## config.mk

```make
export PLATFORM = sky130hd
export DESIGN_NAME = div_seq_flat
export DESIGN_NICKNAME = d
export VERILOG_FILES = /design/src/rtl/div_seq_pkg.sv /design/src/rtl/div_seq_if.sv /design/src/rtl/div_step.sv /design/src/rtl/div_seq.sv /design/src/flat_wrapper.sv
export SDC_FILE = /design/constraint.sdc
export NUM_CORES = 1
export LEC_CHECK = 0
export CAP_MARGIN = 10
export CORE_MARGIN = 3
export CORE_UTILIZATION = 57
export CTS_CLUSTER_DIAMETER = 40
export DETAILED_ROUTE_END_ITERATION = 12
export PLACE_DENSITY = 0.86
export SKIP_CTS_REPAIR_TIMING = 1
export SYNTH_ARGS = -nofsm -noshare
export SYNTH_HDL_FRONTEND = slang
export SYNTH_HIERARCHICAL = 1
export SYNTH_SLANG_ARGS = --single-unit
```

## constraint.sdc

```tcl
create_clock -name clk -period 4.3 [get_ports clk]
set_clock_uncertainty 0.15 [all_clocks]
set_input_delay 0.86 -clock clk [delete_from_list [all_inputs] [get_ports clk]]
set_output_delay 0.86 -clock clk [all_outputs]
set_load 0.05 [all_outputs]
```

## src/rtl/div_seq_pkg.sv

```systemverilog
// Shared constants for the divide sequencer: widths, FSM encodings, handshake levels.
// Signed support in div_seq is selected with the DIV_SIGNED_EN macro.
package div_seq_pkg;

    localparam int WordWidth   = 32;
    localparam int ResultWidth = 64;

    localparam logic [1:0] DivFree   = 2'b00;
    localparam logic [1:0] DivByZero = 2'b01;
    localparam logic [1:0] DivOn     = 2'b10;
    localparam logic [1:0] DivEnd    = 2'b11;

    localparam logic DivResultReady    = 1'b1;
    localparam logic DivResultNotReady = 1'b0;
    localparam logic DivStart          = 1'b1;
    localparam logic DivStop           = 1'b0;

    localparam logic [WordWidth-1:0]   ZeroWord  = '0;
    localparam logic [ResultWidth-1:0] ZeroDword = '0;

    // {rem[32:0], quot[31:0]}; the extra remainder bit absorbs the shift-out
    typedef logic [64:0] div_work_t;

    function automatic logic [WordWidth-1:0] neg_word(input logic [WordWidth-1:0] v);
        return ~v + 32'd1;
    endfunction

endpackage

```

## src/rtl/div_seq_if.sv

```systemverilog
// EX <-> divide sequencer request/result bundle.
interface div_seq_if;
    import div_seq_pkg::*;

    logic                   start_i;
    logic                   signed_i;
    logic [WordWidth-1:0]   opdata1_i;
    logic [WordWidth-1:0]   opdata2_i;
    logic                   annul_i;
    logic [ResultWidth-1:0] result_o;
    logic                   ready_o;
    logic                   stallreq_o;

    modport master (
        output start_i, signed_i, opdata1_i, opdata2_i, annul_i,
        input  result_o, ready_o, stallreq_o
    );

    modport slave (
        input  start_i, signed_i, opdata1_i, opdata2_i, annul_i,
        output result_o, ready_o, stallreq_o
    );

endinterface

```

## src/rtl/div_step.sv

```systemverilog
// One combinational restoring-division step on the 65-bit {rem, quot} register.
module div_step
    import div_seq_pkg::*;
(
    input  div_work_t            work_in,
    input  logic [WordWidth-1:0] divisor,
    output div_work_t            work_out
);

    logic [33:0] trial;

    // work_in[64:31] is the shifted remainder with one guard bit; trial[33] flags a borrow
    always_comb begin
        trial    = work_in[64:31] - {2'b00, divisor};
        work_out = {work_in[63:0], 1'b0};
        if (!trial[33]) begin
            work_out[64:32] = trial[32:0];
            work_out[0]     = 1'b1;
        end
    end

endmodule

```

## src/rtl/div_seq.sv

```systemverilog
// Multi-cycle restoring divide sequencer with pipeline stall request.
// Define DIV_SIGNED_EN to honour signed_i; otherwise every divide is unsigned.
module div_seq
    import div_seq_pkg::*;
(
    input  logic     clk,
    input  logic     rst_n,
    div_seq_if.slave bus
);

    logic [1:0]             state;
    logic [5:0]             cnt;
    div_work_t              work;
    div_work_t              work_next;
    logic [WordWidth-1:0]   divisor;
    logic [ResultWidth-1:0] result_q;
    logic                   ready_q;
    logic                   accept;
    logic [WordWidth-1:0]   dividend_in;
    logic [WordWidth-1:0]   divisor_in;
    logic [WordWidth-1:0]   quot_fix;
    logic [WordWidth-1:0]   rem_fix;

    assign accept = (bus.start_i == DivStart) && !bus.annul_i;

`ifdef DIV_SIGNED_EN
    logic op1_neg;
    logic op2_neg;
    logic neg_quot;
    logic neg_rem;

    assign op1_neg     = bus.signed_i && bus.opdata1_i[31];
    assign op2_neg     = bus.signed_i && bus.opdata2_i[31];
    assign dividend_in = op1_neg ? neg_word(bus.opdata1_i) : bus.opdata1_i;
    assign divisor_in  = op2_neg ? neg_word(bus.opdata2_i) : bus.opdata2_i;
    assign quot_fix    = neg_quot ? neg_word(work[31:0])  : work[31:0];
    assign rem_fix     = neg_rem  ? neg_word(work[63:32]) : work[63:32];

    always_ff @(posedge clk or negedge rst_n) begin
        if (!rst_n) begin
            neg_quot <= 1'b0;
            neg_rem  <= 1'b0;
        end else if (state == DivFree && accept) begin
            neg_quot <= op1_neg ^ op2_neg;
            neg_rem  <= op1_neg;
        end
    end
`else
    logic unused_signed;

    assign unused_signed = bus.signed_i;
    assign dividend_in   = bus.opdata1_i;
    assign divisor_in    = bus.opdata2_i;
    assign quot_fix      = work[31:0];
    assign rem_fix       = work[63:32];
`endif

    div_step u_step (
        .work_in  (work),
        .divisor  (divisor),
        .work_out (work_next)
    );

    // The zero-divisor path reuses cnt to spend two edges in BYZERO before END
    always_ff @(posedge clk or negedge rst_n) begin
        if (!rst_n) begin
            state    <= DivFree;
            cnt      <= 6'd0;
            work     <= '0;
            divisor  <= ZeroWord;
            result_q <= ZeroDword;
            ready_q  <= DivResultNotReady;
        end else begin
            case (state)
                DivFree: begin
                    if (accept) begin
                        cnt <= 6'd0;
                        if (bus.opdata2_i == ZeroWord) begin
                            state <= DivByZero;
                        end else begin
                            state   <= DivOn;
                            work    <= {33'd0, dividend_in};
                            divisor <= divisor_in;
                        end
                    end
                end
                DivByZero: begin
                    if (cnt == 6'd0) begin
                        cnt <= 6'd1;
                    end else begin
                        state    <= DivEnd;
                        cnt      <= 6'd0;
                        result_q <= ZeroDword;
                        ready_q  <= DivResultReady;
                    end
                end
                DivOn: begin
                    if (!accept) begin
                        state <= DivFree;
                        cnt   <= 6'd0;
                    end else if (cnt != 6'd32) begin
                        work <= work_next;
                        cnt  <= cnt + 6'd1;
                    end else begin
                        state    <= DivEnd;
                        cnt      <= 6'd0;
                        result_q <= {rem_fix, quot_fix};
                        ready_q  <= DivResultReady;
                    end
                end
                default: begin
                    if (bus.annul_i || bus.start_i == DivStop) begin
                        state    <= DivFree;
                        result_q <= ZeroDword;
                        ready_q  <= DivResultNotReady;
                    end
                end
            endcase
        end
    end

    assign bus.stallreq_o = rst_n && ((state == DivByZero) || (state == DivOn) ||
                                      (state == DivFree && accept));
    assign bus.result_o   = result_q;
    assign bus.ready_o    = ready_q;

endmodule

```

## src/flat_wrapper.sv

```systemverilog
// flat-port wrapper written by rule: the top's interface ports become plain ports
module div_seq_flat import div_seq_pkg::*;
  (clk, rst_n, bus_start_i, bus_signed_i, bus_opdata1_i, bus_opdata2_i, bus_annul_i, bus_result_o, bus_ready_o, bus_stallreq_o);
  div_seq_if bus_i ();
  input  logic clk;
  input  logic rst_n;
  input wire logic [$bits(bus_i.start_i)-1:0] bus_start_i;
  input wire logic [$bits(bus_i.signed_i)-1:0] bus_signed_i;
  input wire logic [$bits(bus_i.opdata1_i)-1:0] bus_opdata1_i;
  input wire logic [$bits(bus_i.opdata2_i)-1:0] bus_opdata2_i;
  input wire logic [$bits(bus_i.annul_i)-1:0] bus_annul_i;
  output wire logic [$bits(bus_i.result_o)-1:0] bus_result_o;
  output wire logic [$bits(bus_i.ready_o)-1:0] bus_ready_o;
  output wire logic [$bits(bus_i.stallreq_o)-1:0] bus_stallreq_o;
  assign bus_i.start_i = bus_start_i;
  assign bus_i.signed_i = bus_signed_i;
  assign bus_i.opdata1_i = bus_opdata1_i;
  assign bus_i.opdata2_i = bus_opdata2_i;
  assign bus_i.annul_i = bus_annul_i;
  assign bus_result_o = bus_i.result_o;
  assign bus_ready_o = bus_i.ready_o;
  assign bus_stallreq_o = bus_i.stallreq_o;
  div_seq u_core (.clk(clk), .rst_n(rst_n), .bus(bus_i));
endmodule
```

==> flow_summary.ini <==
[placed_design]
pre_cts_ws_ps = 535
io_buffers = 133
gp_congestion = 0.909
place_area_um2 = 12200
dp_hpwl_um = 17100

[worst_setup_path]
critical_path_arrival_ps = 4010
r2r_setup_slack_ps = 460
r2r-end = u_core/work[53]
critical-path-slowest-cell = or3_4
worstPathMaxFanout = 29
path_cells = ha_1 > a211oi_1 > nand3_1 > nor4b_2 > or3b_1 > and3b_1 > or3_4 > clkinv_1 > buf_4 > mux2_2 > a41o_1
r2r_start = u_core/work[51]
cp-start-kind = flop
slowest_delay_ps = 510
crit_type = reg2reg
reg2reg_depth = 11
required_ps = 4480
endpoint_kind = flop

[grt]
grt_usage_pct = 25.3
grt_max_degree = 131
grt_pass1_vias = 8802
grt_pass1_wl_um = 43100
antenna_found_initial = 0
grt-ovfl-total = 0

[pwr]
ir_drop_mv = 0.468
power_density_nw_per_um2 = 845
p_leak_nw = 5.89

[yosys]
ys_ff_latch = 170
syn-num-nets = 1275
netlist_top_cells_area = dfrtp_1 39%, mux2i_1 8.8%, o32ai_1 5.2%, inv_1 5.0%, mux2_2 4.9%
yosysSeqAreaShare_pct = 38.9
yosysWarnings = 6
ys.flop_type = dfrtp_1
synth_enable_flop_cells = 0
synth.largest_area_cell = dfrtp_1
async_flop_share_pct = 100
syn_inst = 1167
yosysTopAreaCellShare_pct = 38.9
syn-cell-area_um2 = 10900
synthDistinctLibCells = 65
syn_avg_cell_area_um2 = 9.37

[final_layout]
fillers = 1410
layout-drive-gt1-share_pct = 9.28
antennaDiodeCount = 0
area_delta_synth_final_pct = 17.0
multi_input_area_um2 = 5590
nets = 1334
most-common-layout-cells = 170 x dfrtp_1, 147 x inv_1, 138 x nand2_1, 132 x clkdlybuf4s50_1, 96 x mux2i_1
final_common_cell = dfrtp_1
finish.instance_area_um2 = 12800
seq_area_um2 = 4250

[routing]
dr.pass1.iters = 6
ant_nets = 0
wire_per_inst_um = 17.6
via_per_inst = 6.12
via_count = 9014
first_iter_violations = 807
drt-total-wl_um = 26000
drc = 0

[worst_hold_path]
hp-class = reg2reg
min_from = u_core/divisor[27]
min_to = u_core/divisor[27]
worstHoldPathCells = 1

[clock_network]
cts_made_buffers = 17
clk_pin_slew_ps = 70
tritoncts = built
cts_max_path_buffers = 2
htreeDepth = 4
clock_latency_ps = 440
clock_sinks = 170
cts-root-buf = clkbuf_16

[sta]
tns_ps = 0
drv_slew = 0
worst_pin_slew_ps = 1100
period_share_pct = 89.3
rsz0062_at_grt = false
hold_violations = 0
fmax_ghz = 0.261
setup_ws_ps = 462
hold_ws_ps = 359
finalSetupViolations = 0
slew_headroom_pct = 26.7
fin_crit_ps = 3840

[floorplanning]
io_pins = 135
core_region_area_um2 = 18800
num_rows = 50
initial_core_util_pct = 58.2
die-width_um = 144
dieArea_um2 = 20900
fp.dieH_um = 144

[job]
maxCapViolCount = 0

[status]
status = complete, no violations
[through the flow]
stage | instances | util [%] | total power [W]
after floorplan | 1167 | - | 0.00774
after global placement | 1441 | 64.8 | 0.00885
after detailed placement | 1441 | 64.8 | 0.00906
after CTS | 1473 | 68.1 | 0.0108
after global routing | 1473 | 68.1 | 0.0116
final | 1473 | 68.1 | 0.0108
[where the power goes]
group	total [W]	internal, W	switching (W)	leakage [nW]
registers	0.00284	0.00226	0.000580	2.16
logic	0.00635	0.00263	0.00372	3.42
clock network	0.00163	0.000891	0.000734	0.306
[cells by family after synthesis]
| family | after synthesis | share of synthesized area [%] |
|---|---|---|
| multiplexers | 145 | 13.8 |
| flip-flops | 170 | 38.9 |
| AO/OA/AOI/OAI | 259 | 18.1 |
| adder cells (fa/ha/maj) | 39 | 4.53 |
| XOR/XNOR | 29 | 2.32 |
| AND/OR/NAND/NOR | 268 | 11.8 |
| buffers and inverters | 257 | 10.4 |
[routing by layer]
layer,GRT usage (%),wire length [um],up-vias
met5,0,0,-
met4,8.20,502,0
met3,4.00,1400,35
met2,42.1,12900,326
met1,34.1,11200,4401
li1,-,-,4252
[how the worst max path moves through the flow]
stage	to	depth (start not counted)	slack (ps)	from
after global placement	u_core/work[51]	11	570	u_core/work[51]
after global routing	u_core/work[53]	11	230	u_core/work[44]
after floorplan	u_core/work[39]	11	940	u_core/work[35]
final	u_core/work[53]	11	460	u_core/work[51]
after detailed placement	u_core/work[51]	11	530	u_core/work[55]
after CTS	u_core/work[53]	11	510	u_core/work[51]
[synth_stat cells, types with 7 or more instances]
library cell / instances
dfrtp_1: 170
inv_1: 147
nand2_1: 138
mux2i_1: 96
o32ai_1: 65
mux2_2: 48
clkbuf_1: 47
nand2b_1: 39
buf_4: 38
ha_1: 38
a31oi_1: 34
a41o_1: 34
a21oi_1: 33
o21ai_0: 28
nor2_1: 26
buf_2: 21
xnor2_1: 19
nand3_1: 15
a21o_1: 10
xor2_1: 10
nor4_1: 9
nand4_1: 7
[state kept, by name, summed over array words and instances (netlist names)]
| signal | count |
|---|---|
| u_core/bus.result_o | 64 |
| u_core/cnt | 6 |
| u_core/state | 2 |
| u_core/bus.ready_o | 1 |
| u_core/work | 65 |
| u_core/divisor | 32 |
[critical path, delay by kind of cell (launching register included)]
kind | cells | cell delay [ps]
AOI/OAI and AO/OA | 2 | 520
adders and majority gates | 1 | 350
buffers and inverters | 2 | 360
DFF | 1 | 430
muxes | 1 | 380
and+or+nand+nor | 5 | 1540
[cell type report]
| class | count | share of cell area, % |
|---|---|---|
| clock inverter | 15 | 1.52 |
| inverter | 148 | 4.34 |
| tap | 234 | 2.29 |
| timing repair buffer | 149 | 11.6 |
| multi-input combinational | 740 | 43.7 |
| sequential | 170 | 33.3 |
| clock buffer | 17 | 3.33 |
No activity file was read; power rests on OpenSTA's default activity.
